File: config.mk
export PLATFORM = sky130hd
export DESIGN_NAME = frame_counter_flat
export DESIGN_NICKNAME = d
export VERILOG_FILES = /design/src/rtl/apu_pkg.sv /design/src/rtl/frame_counter_if.sv /design/src/rtl/frame_counter_strobe_divider.sv /design/src/rtl/frame_counter.sv /design/src/flat_wrapper.sv
export SDC_FILE = /design/constraint.sdc
export NUM_CORES = 1
export LEC_CHECK = 0
export CAP_MARGIN = 20
export CORE_MARGIN = 4
export CORE_UTILIZATION = 45
export DETAILED_ROUTE_END_ITERATION = 8
export PLACE_DENSITY = 0.84
export SYNTH_ARGS = -nofsm -noshare
export SYNTH_HDL_FRONTEND = slang
export SYNTH_SLANG_ARGS = --single-unit
export TNS_END_PERCENT = 20
File: constraint.sdc
create_clock -name clk -period 2.05 [get_ports clk]
set_clock_uncertainty 0.2 [all_clocks]
set_input_delay 0.41 -clock clk [delete_from_list [all_inputs] [get_ports clk]]
set_output_delay 0.41 -clock clk [all_outputs]
set_load 0.02 [all_outputs]
File: src/rtl/apu_pkg.sv
// Shared APU definitions: frame sequencer defaults, mode encoding and
// the debug view of the frame counter state.
package apu_pkg;

  // Clocks per sequencer step, about 240 Hz from a 1.79 MHz system clock.
  localparam int unsigned FRAME_DIVIDER_DEFAULT = 7457;

  // Sequence length of each frame mode.
  localparam logic [2:0] FRAME_STEPS_4 = 3'd4;
  localparam logic [2:0] FRAME_STEPS_5 = 3'd5;

  // Encoding matches bit 7 of the $4017 write.
  typedef enum logic {
    FRAME_4STEP = 1'b0,
    FRAME_5STEP = 1'b1
  } frame_mode_e;

  // Internal state of the frame counter, exported for observation.
  typedef struct packed {
    frame_mode_e mode;
    logic        inhibit;
    logic [2:0]  step;
    logic [15:0] prescaler;
  } frame_dbg_t;

  // Index of the final step of the sequence in the given mode.
  function automatic logic [2:0] frame_last_step(frame_mode_e mode);
    return (mode == FRAME_5STEP) ? (FRAME_STEPS_5 - 3'd1)
                                 : (FRAME_STEPS_4 - 3'd1);
  endfunction

endpackage

File: src/rtl/frame_counter_if.sv
// Frame counter bus: CPU-side register access in, channel clock enables
// and frame IRQ out.
//
// Signalling: there is no valid/ready backpressure on this bus. reg_event
// and status_read are single-cycle strobes qualified by nothing else and
// always accepted in the cycle they are high; reg_4017 is only meaningful
// while reg_event is high. enable_240hz and enable_120hz are single-cycle
// strobes the channels must consume in the cycle they appear. irq_flag is
// a level that stays high until cleared.
interface frame_counter_if;
  logic [7:0] reg_4017;
  logic       reg_event;
  logic       status_read;
  logic       enable_240hz;
  logic       enable_120hz;
  logic       irq_flag;

  // CPU / register-decode side.
  modport master (
    output reg_4017,
    output reg_event,
    output status_read,
    input  enable_240hz,
    input  enable_120hz,
    input  irq_flag
  );

  // Frame counter side.
  modport slave (
    input  reg_4017,
    input  reg_event,
    input  status_read,
    output enable_240hz,
    output enable_120hz,
    output irq_flag
  );
endinterface

File: src/rtl/frame_counter_strobe_divider.sv
// Modulo-DIVIDER prescaler. tick is high combinationally while the count
// sits at DIVIDER-1; the count wraps to 0 on that same edge.
module strobe_divider
  import apu_pkg::*;
#(
  parameter int unsigned DIVIDER = FRAME_DIVIDER_DEFAULT
) (
  input  logic        clk,
  input  logic        rst,
  input  logic        clear,
  output logic        tick,
  output logic [15:0] count
);

  localparam logic [15:0] LAST = 16'(DIVIDER - 1);

  logic [15:0] count_q;

  assign tick  = (count_q == LAST);
  assign count = count_q;

  // Count up every clock, wrap at DIVIDER-1, restart on clear.
  always_ff @(posedge clk) begin
    if (rst || clear) begin
      count_q <= 16'd0;
    end else if (tick) begin
      count_q <= 16'd0;
    end else begin
      count_q <= count_q + 16'd1;
    end
  end

endmodule

File: src/rtl/frame_counter.sv
// APU frame sequencer: turns prescaler ticks into quarter/half-frame
// strobes in 4-step or 5-step mode and manages the frame IRQ.
module frame_counter
  import apu_pkg::*;
#(
  parameter int unsigned DIVIDER = FRAME_DIVIDER_DEFAULT
) (
  input  logic                  clk,
  input  logic                  rst,
  frame_counter_if.slave        bus,
  output frame_dbg_t            dbg
);

  logic        tick;
  logic [15:0] prescaler;

  frame_mode_e mode_q,    mode_d;
  logic        inhibit_q, inhibit_d;
  logic [2:0]  step_q,    step_d;

  logic        q240_q, q240_d;
  logic        h120_q, h120_d;
  logic        irq_q,  irq_d;

  // Only the mode and inhibit bits of $4017 belong to this block.
  logic unused_reg_bits;
  assign unused_reg_bits = ^bus.reg_4017[5:0];

  // A register write restarts the prescaler; any tick on that edge is lost.
  strobe_divider #(
    .DIVIDER (DIVIDER)
  ) u_div (
    .clk   (clk),
    .rst   (rst),
    .clear (bus.reg_event),
    .tick  (tick),
    .count (prescaler)
  );

  // Sequencer state register.
  always_ff @(posedge clk) begin
    if (rst) begin
      mode_q    <= FRAME_4STEP;
      inhibit_q <= 1'b0;
      step_q    <= 3'd0;
    end else begin
      mode_q    <= mode_d;
      inhibit_q <= inhibit_d;
      step_q    <= step_d;
    end
  end

  // Next sequencer state: a write restarts at step 0, a tick advances.
  always_comb begin
    mode_d    = mode_q;
    inhibit_d = inhibit_q;
    step_d    = step_q;
    if (bus.reg_event) begin
      mode_d    = frame_mode_e'(bus.reg_4017[7]);
      inhibit_d = bus.reg_4017[6];
      step_d    = 3'd0;
    end else if (tick) begin
      step_d = (step_q == frame_last_step(mode_q)) ? 3'd0 : step_q + 3'd1;
    end
  end

  // Strobe and IRQ decode for the current edge.
  always_comb begin
    q240_d = 1'b0;
    h120_d = 1'b0;
    irq_d  = irq_q;
    if (bus.reg_event) begin
      // Entering 5-step mode clocks the units once straight away.
      q240_d = bus.reg_4017[7];
      h120_d = bus.reg_4017[7];
      if (bus.reg_4017[6]) begin
        irq_d = 1'b0;
      end else if (bus.status_read) begin
        irq_d = 1'b0;
      end
    end else begin
      if (tick) begin
        if (mode_q == FRAME_4STEP) begin
          q240_d = 1'b1;
          h120_d = (step_q == 3'd1) || (step_q == 3'd3);
        end else begin
          q240_d = (step_q != 3'd3);
          h120_d = (step_q == 3'd1) || (step_q == 3'd4);
        end
      end
      // Setting the IRQ beats a status read on the same edge.
      if (tick && (mode_q == FRAME_4STEP) && (step_q == 3'd3) && !inhibit_q) begin
        irq_d = 1'b1;
      end else if (bus.status_read) begin
        irq_d = 1'b0;
      end
    end
  end

  // Registered outputs so each strobe lasts exactly one clock.
  always_ff @(posedge clk) begin
    if (rst) begin
      q240_q <= 1'b0;
      h120_q <= 1'b0;
      irq_q  <= 1'b0;
    end else begin
      q240_q <= q240_d;
      h120_q <= h120_d;
      irq_q  <= irq_d;
    end
  end

  assign bus.enable_240hz = q240_q;
  assign bus.enable_120hz = h120_q;
  assign bus.irq_flag     = irq_q;

  assign dbg.mode      = mode_q;
  assign dbg.inhibit   = inhibit_q;
  assign dbg.step      = step_q;
  assign dbg.prescaler = prescaler;

endmodule
File: src/flat_wrapper.sv
// flat-port wrapper written by rule: the top's interface ports become plain ports
module frame_counter_flat import apu_pkg::*;
#(
  parameter int unsigned DIVIDER = FRAME_DIVIDER_DEFAULT
)
  (clk, rst, dbg, bus_reg_4017, bus_reg_event, bus_status_read, bus_enable_240hz, bus_enable_120hz, bus_irq_flag);
  frame_counter_if bus_i ();
  input  logic clk;
  input  logic rst;
  output frame_dbg_t dbg;
  input wire logic [$bits(bus_i.reg_4017)-1:0] bus_reg_4017;
  input wire logic [$bits(bus_i.reg_event)-1:0] bus_reg_event;
  input wire logic [$bits(bus_i.status_read)-1:0] bus_status_read;
  output wire logic [$bits(bus_i.enable_240hz)-1:0] bus_enable_240hz;
  output wire logic [$bits(bus_i.enable_120hz)-1:0] bus_enable_120hz;
  output wire logic [$bits(bus_i.irq_flag)-1:0] bus_irq_flag;
  assign bus_i.reg_4017 = bus_reg_4017;
  assign bus_i.reg_event = bus_reg_event;
  assign bus_i.status_read = bus_status_read;
  assign bus_enable_240hz = bus_i.enable_240hz;
  assign bus_enable_120hz = bus_i.enable_120hz;
  assign bus_irq_flag = bus_i.irq_flag;
  frame_counter #(.DIVIDER(DIVIDER)) u_core (.clk(clk), .rst(rst), .bus(bus_i), .dbg(dbg));
endmodule
==> metrics.md <==
| Metric | Value |
|---|---|
| First-pass GRT wire length | 4.22 mm |
| Count of cell types in the netlist | 28 |
| Clk Latency, worst-skew pair | 0.31 ns |
| Die Y | 57.9 um |
| DR WL/cell | 13.4 um |
| Reg2Reg Depth | 6 |
| Die W | 57.9 um |
| Critical Path Fanout Max | 5 |
| Root buffer cell | clkbuf_4 |
| Ant diodes | 0 |
| CP peak stage delay | 0.64 ns |
| Area Overhead vs Synth | 31.5% |
| Multi-input logic area | 589 sq um |
| Vias in the first global route | 1055 |
| Via-to-Cell Ratio | 5.51 |
| Synth warn | 0 |
| Final-stage net count | 177 |
| Critical Path RT | 1.44 ns |
| Starting Density | 0.487 |
| # fillers | 194 |
| Final WL | 2.47 mm |
| Cells after Synth | 126 |
| Leakage | 0.623 nW |
| Max-Cap Viols | 0 |
| Ports | 36 |
| Via count | 1019 |
| Unrepaired setup endpoints after global routing | no |
| Final Critical Period | 1.99 ns |
| Total negative slack | 0 ns |
| Outcome | finished, final reports clean |
| Clk pin slew, worst setup/hold paths | 0.12 ns |
| HPWL Detailed | 1.90 mm |
| Reg2reg end | u_core.bus.irq_flag$_SDFF_PP0_ |
| GRT Residual Overflow | 0 |
| Clock Tree Buf Depth | 2 |
| Crit-path slowest cell | clkdlybuf4s50_1 |
| Total track usage | 0.163 |
| Startpoint types | flop |
| Post-route ant nets | 0 |
| Port Buffer Count | 29 |
| Layout Cell Area excl Fill | 1470 sq um |
| Hold Crit Depth | 2 |
| WP data arrival | 1.38 ns |
| Hold Crit Endpoint | u_core.bus.irq_flag$_SDFF_PP0_ |
| Fmax | 0.503 GHz |
| Placer Congestion | 0.905 |
| Crit path max-delay family | buffers and inverters |
| Power Dens Cells | 497 nW/um^2 |
| Num CTS Buffers | 3 |
| WHS | 0.298 ns |
| Initial antenna violation count | 0 |
| Post-synthesis register bit count | 24 |
| Peak supply drop | 0.000331 V |
| HP Start | u_core.bus.irq_flag$_SDFF_PP0_ |
| Initial DRT Pass Iterations | 4 |
| Final core utilization | 0.641 |
| Layout cells sized above 1 | 0.0510 |
| Residual DRC count | 0 |
| Critical path buffers and inverters | 1 |
| Crit path cell chain | clkdlybuf4s50_1 |
| Pin count of the biggest net entering global routing | 16 |
| Slew headroom | 0.770 |
| Std-Cell Rows | 17 |
| Iter 0 DRT Violations | 17 |
| TritonCTS clock tree | yes |
| Least-Margin Pin Slew | 0.342 ns |
| CP Capture Type | output pin |
| Post-CTS Setup Inserts | 0 |
| CTS Sinks | 24 |
| Count of pins over their slew limit | 0 |
| Syn Nets | 144 |
| Core region area | 2300 sq um |
| Critical path type | reg2out |
| Mean Syn Cell Area | 8.88 sq um |
| H-tree depth | 1 |
| Final-report setup violation count | 0 |
| Tcrit/Tclk final | 0.969 |
| FF+latch area | 480 sq um |
| R2R setup slack | 0.20 ns |
| Placed cell area | 1440 sq um |
| Sequential fraction of the synthesis area | 0.430 |
| HP Class | reg2reg |
| Reg2reg start | u_core.u_div.count[0]$_SDFF_PP0_ |
| Die ar. | 3350 sq um |
| Hold Vio Cnt, Final | 0 |
| Syn Std Cell Area | 1120 sq um |
[Yosys cell counts, drive strengths merged]
cell,count,area [sq um]
dfxtp,24,480
nor2,17,63.8
xnor2,10,87.6
inv,9,33.8
nand2,8,30.0
ha,6,75.1
nand4,6,37.5
nand3,5,25.0
nor3,5,25.0
nor4,5,31.3
nand2b,4,25.0
o22ai,4,25.0
xor2,4,35.0
a21oi,3,15.0
buf,3,20.0
nor4b,2,30.0
a31oi,1,6.26
and2,1,6.26
and3,1,6.26
and4,1,8.76
and4b,1,10.0
nand3b,1,7.51
nor3b,1,7.51
o21ai,1,5.00
o31ai,1,7.51
or3,1,6.26
or4,1,7.51
[area by class of cell]
class,instances,area share
Multi-Input combinational cell,90,0.401
Sequential cell,24,0.327
Timing Repair Buffer,31,0.211
Tap cell,28,0.0238
Inverter,9,0.0230
Clock buffer,3,0.0153
[cell families after synthesis]
| family | share of synthesized area |
|---|---|
| adder cells (fa/ha/maj) | 0.0671 |
| XOR/XNOR | 0.110 |
| AO/OA/AOI/OAI | 0.0526 |
| buffers and inverters | 0.0481 |
| AND/OR/NAND/NOR | 0.293 |
| flip-flops | 0.430 |
[per-layer routing]
metal  GRT usage  routed length (um)  part of all wire  vias up
li1            -                   -                 -      498
met1       0.178                1040              0.42      480
met2       0.284                1220              0.49       33
met3      0.0178                 120             0.049        8
met4       0.129                  85             0.034        0
met5           0                   0                 0        -
[tightest hold or removal path, stage by stage, from the launching register on]
cell      delay [ns]
dfxtp_1         0.33
nand3b_1        0.08
a21oi_1         0.06
[sequential cells by signal, summed over array words and instances, names as in the netlist]
signal                   cells
u_core.bus.enable_120hz      1
u_core.bus.enable_240hz      1
u_core.bus.irq_flag          1
u_core.inhibit_q             1
u_core.mode_q                1
u_core.step_q                3
u_core.u_div.count          16
[cells in the final DEF (no fill, tap or decap)]
cell type        count
xor2_1               4
o22ai_1              4
or4_1                1
o31ai_1              1
nand2b_1             4
clkdlybuf4s50_1     15
nand4_1              6
o21ai_0              1
and2_1               1
or3_1                1
a31oi_1              1
nand2_1              8
nor3_1               5
inv_1                9
nor4b_2              2
nand3_1              5
xnor2_1             10
nor2_1              17
and4_1               1
dfxtp_1             24
a21oi_1              3
and4b_1              1
dlymetal6s2s_1       6
buf_4                2
dlygate4sd2_1        8
clkbuf_4             3
and3_1               1
nor3b_2              1
ha_1                 6
nand3b_1             1
nor4_1               5
[repair_timing]
item / CTS / global route
endpoints found under the setup margin: 8 / 7
pin swaps: 0 / 1
gates resized for setup: 8 / 7
cloned: 0 / 0
hold buffers: 0 / 0
[worst max-delay path by stage]
stage	start	end	slack [ns]	depth (start not counted)
3_5_place_dp	bus_reg_event	u_core.u_div.count[5]$_SDFF_PP0_	0.13	5
2_1_floorplan	u_core.u_div.count[0]$_SDFF_PP0_	u_core.bus.irq_flag$_SDFF_PP0_	0.26	6
5_1_grt	u_core.u_div.count[11]$_SDFF_PP0_	dbg[11]	0.001	1
4_1_cts	u_core.u_div.count[1]$_SDFF_PP0_	dbg[1]	0.005	1
3_3_place_gp	u_core.u_div.count[0]$_SDFF_PP0_	u_core.bus.irq_flag$_SDFF_PP0_	0.20	6
6_report	u_core.u_div.count[11]$_SDFF_PP0_	dbg[11]	0.06	1
[power breakdown]
part | internal [mW] | total [mW] | switching, mW
Combinational | 0.0234 | 0.0470 | 0.0236
Sequential | 0.472 | 0.479 | 0.00669
Clock | 0.0689 | 0.206 | 0.137
[stage by stage]
stage          setup slack, ns  instances  power, mW
2_1_floorplan            0.256        126      0.512
3_3_place_gp             0.199        182      0.536
3_5_place_dp             0.128        182      0.538
4_1_cts                0.00530        185      0.743
5_1_grt                0.00126        185      0.757
6_report                0.0637        185      0.731
No activity file was read; power rests on OpenSTA's default activity.
==> RTL change, RTL diff (same flow settings) <==
Put a register stage on the output `dbg`, without a reset. The value now appears one clock later. The other outputs are not delayed to match.
--- a/src/rtl/frame_counter.sv
+++ b/src/rtl/frame_counter.sv
@@ -11,4 +11,6 @@
   output frame_dbg_t            dbg
 );
+
+  frame_dbg_t dbg_d;
 
   logic        tick;
@@ -115,8 +117,12 @@
   assign bus.irq_flag     = irq_q;
 
-  assign dbg.mode      = mode_q;
-  assign dbg.inhibit   = inhibit_q;
-  assign dbg.step      = step_q;
-  assign dbg.prescaler = prescaler;
+  assign dbg_d.mode      = mode_q;
+  assign dbg_d.inhibit   = inhibit_q;
+  assign dbg_d.step      = step_q;
+  assign dbg_d.prescaler = prescaler;
+
+  always_ff @(posedge clk) begin
+    dbg <= dbg_d;
+  end
 
 endmodule
Function: changed (a bounded check fails within 4 cycles, from zero or initial values and one cycle with rst high).
==> RTL change against the original RTL <==
The flow now finishes with violations (setup timing). Worst setup slack got worse by 0.40 ns. Area after synthesis grew 34%. Worst hold slack worse by 0.097 ns. Design area is 45% higher. Routed wire length up 38%. Largest power group unchanged. Largest cell class is now registers. Sequential cell count increased by 21. Total power is 110% higher. Critical path depth rose by 3. Cell count grew 31%. First-iteration DRC count grew to 3.1 times the old value. Critical endpoint is now u_core.bus.irq_flag.
==> RTL change: results (changes against the original RTL) <==
CP Data Arrival Time = 2.48 ns (+1.10 ns)
Switching fraction of total power = 20.1% (-2.7 points)
Placed instance area = 1980 um2 (+38%)
Synth area leaders = dfxtp_1 (60%), xnor2_1 (7.0%), ha_1 (5.0%)
CTS H-tree depth = 2 (+1)
Setup ws final = -0.340 ns (-0.403 ns)
First-pass GRT wire length = 5.38 mm (+27%)
Avg Vias per Cell = 4.90 (-11%)
Largest fanout on the critical path = 3 (-2)
Storage element area = 903 um2 (+88%)
Largest net degree at the start of global routing = 14 (-2)
Mean post-synth cell area = 10.5 um2 (+18%)
CTS Buf Count = 5 (+2)
Routed wire length per instance = 14.1 um (+5.1%)
Final nets = 216 (+22%)
Number of DRC markers in iteration 0 = 52 (+35)
Gp weighted congestion = 0.814 (-10%)
Gr usage total = 16.5% (+0.17 points)
Clock share of power = 37.0% (+8.9 points)
Fraction of layout cells with a size suffix above 1 = 18.6% (+13 points)
Setup TNS = -3.98 ns (-3.98 ns)
Relative slew slack = 71.2% (-5.8 points)
Min Hold Slack = 0.201 ns (-0.0974 ns)
Leak = 0.783 nW (+26%)
Syn Nets = 161 (+12%)
CP max-delay cell = or4_4
Failing checks = setup timing
Worst slack at placement = -0.204 ns (-0.331 ns)
Number of global-route vias before repair = 1191 (+13%)
Filler instances = 219 (+13%)
Seq pwr share = 58.7% (-6.8 points)
Highest ir drop seen on vdd = 661 uV (+100%)
Worst-path clk slew = 0.12 ns (about the same)
Max reg flops = 21 (+5)
Clock latency on the worst-skew pair = 0.36 ns (+0.05 ns)
Status = finished, violations left
HPWL Detailed = 2.28 mm (+20%)
Final WL = 3.42 mm (+38%)
Distinct cells, synth = 26 (-7.1%)
Seq. pwr = 0.889 mW (+86%)
# setup viols final = 22 (+22)
Dpl cells = 234 (+29%)
Most instantiated cells after synthesis = dfxtp_1 (45), nor2_1 (18), xnor2_1 (12), inv_1 (9), nand2_1 (8)
RTL change: changes by cell type after synthesis, moves of 2 or more:
cell / unedited run / this run
xor2_1: 4 / 2
buf_4: 2 / 0
xnor2_1: 10 / 12
nor4b_2: 2 / 0
nand4_1: 6 / 3
dfxtp_1: 24 / 45
RTL change: worst max-delay path, delay by kind of cell, from the launching register on:
family | cells | cell delay [ns]
compound gates | 1 | 0.17
flops | 1 | 0.34
simple gates | 3 | 1.61
RTL change: path summary, 6_finish.rpt:
kind / end / depth (start not counted) / startpoint
worst max-delay path: u_core.bus.irq_flag / 4 / u_core.u_div.count[7]
worst min-delay path: u_core.dbg[19] / 0 / u_core.inhibit_q
worst max register to register: u_core.bus.irq_flag / 4 / u_core.u_div.count[7]
worst min register to register: u_core.dbg[19] / 0 / u_core.inhibit_q
RTL change: per-layer routing:
metal,part of all wire (%),global-route usage (%),vias up
met4,1.6,8.55,0
met3,4.0,3.42,6
met5,0,0,-
met2,53,29.4,29
met1,41,18.1,559
li1,-,-,597
RTL change: layout make-up:
cell class | count | share of cell area, %
Sequential cell | 45 | 42.4
Multi-Input combinational cell | 88 | 28.0
Timing Repair Buffer | 49 | 21.4
Clock buffer | 7 | 2.59
Tap cell | 44 | 2.59
Inverter | 9 | 1.59
Clock inverter | 1 | 1.41
RTL change: what timing repair did:
item / CTS / global route
setup endpoints to repair: 21 / 22
gates resized for setup: 6 / 8
pin swaps: 1 / 1
buffers inserted: 1 / 1
RTL change: cell families after synthesis:
group	after synthesis	share of synthesized area (%)
flops	45	60.0
compound gates	10	3.92
simple gates	58	20.3
buf+inv	10	2.59
xor+xnor	14	8.17
fa+ha+maj	6	5.00
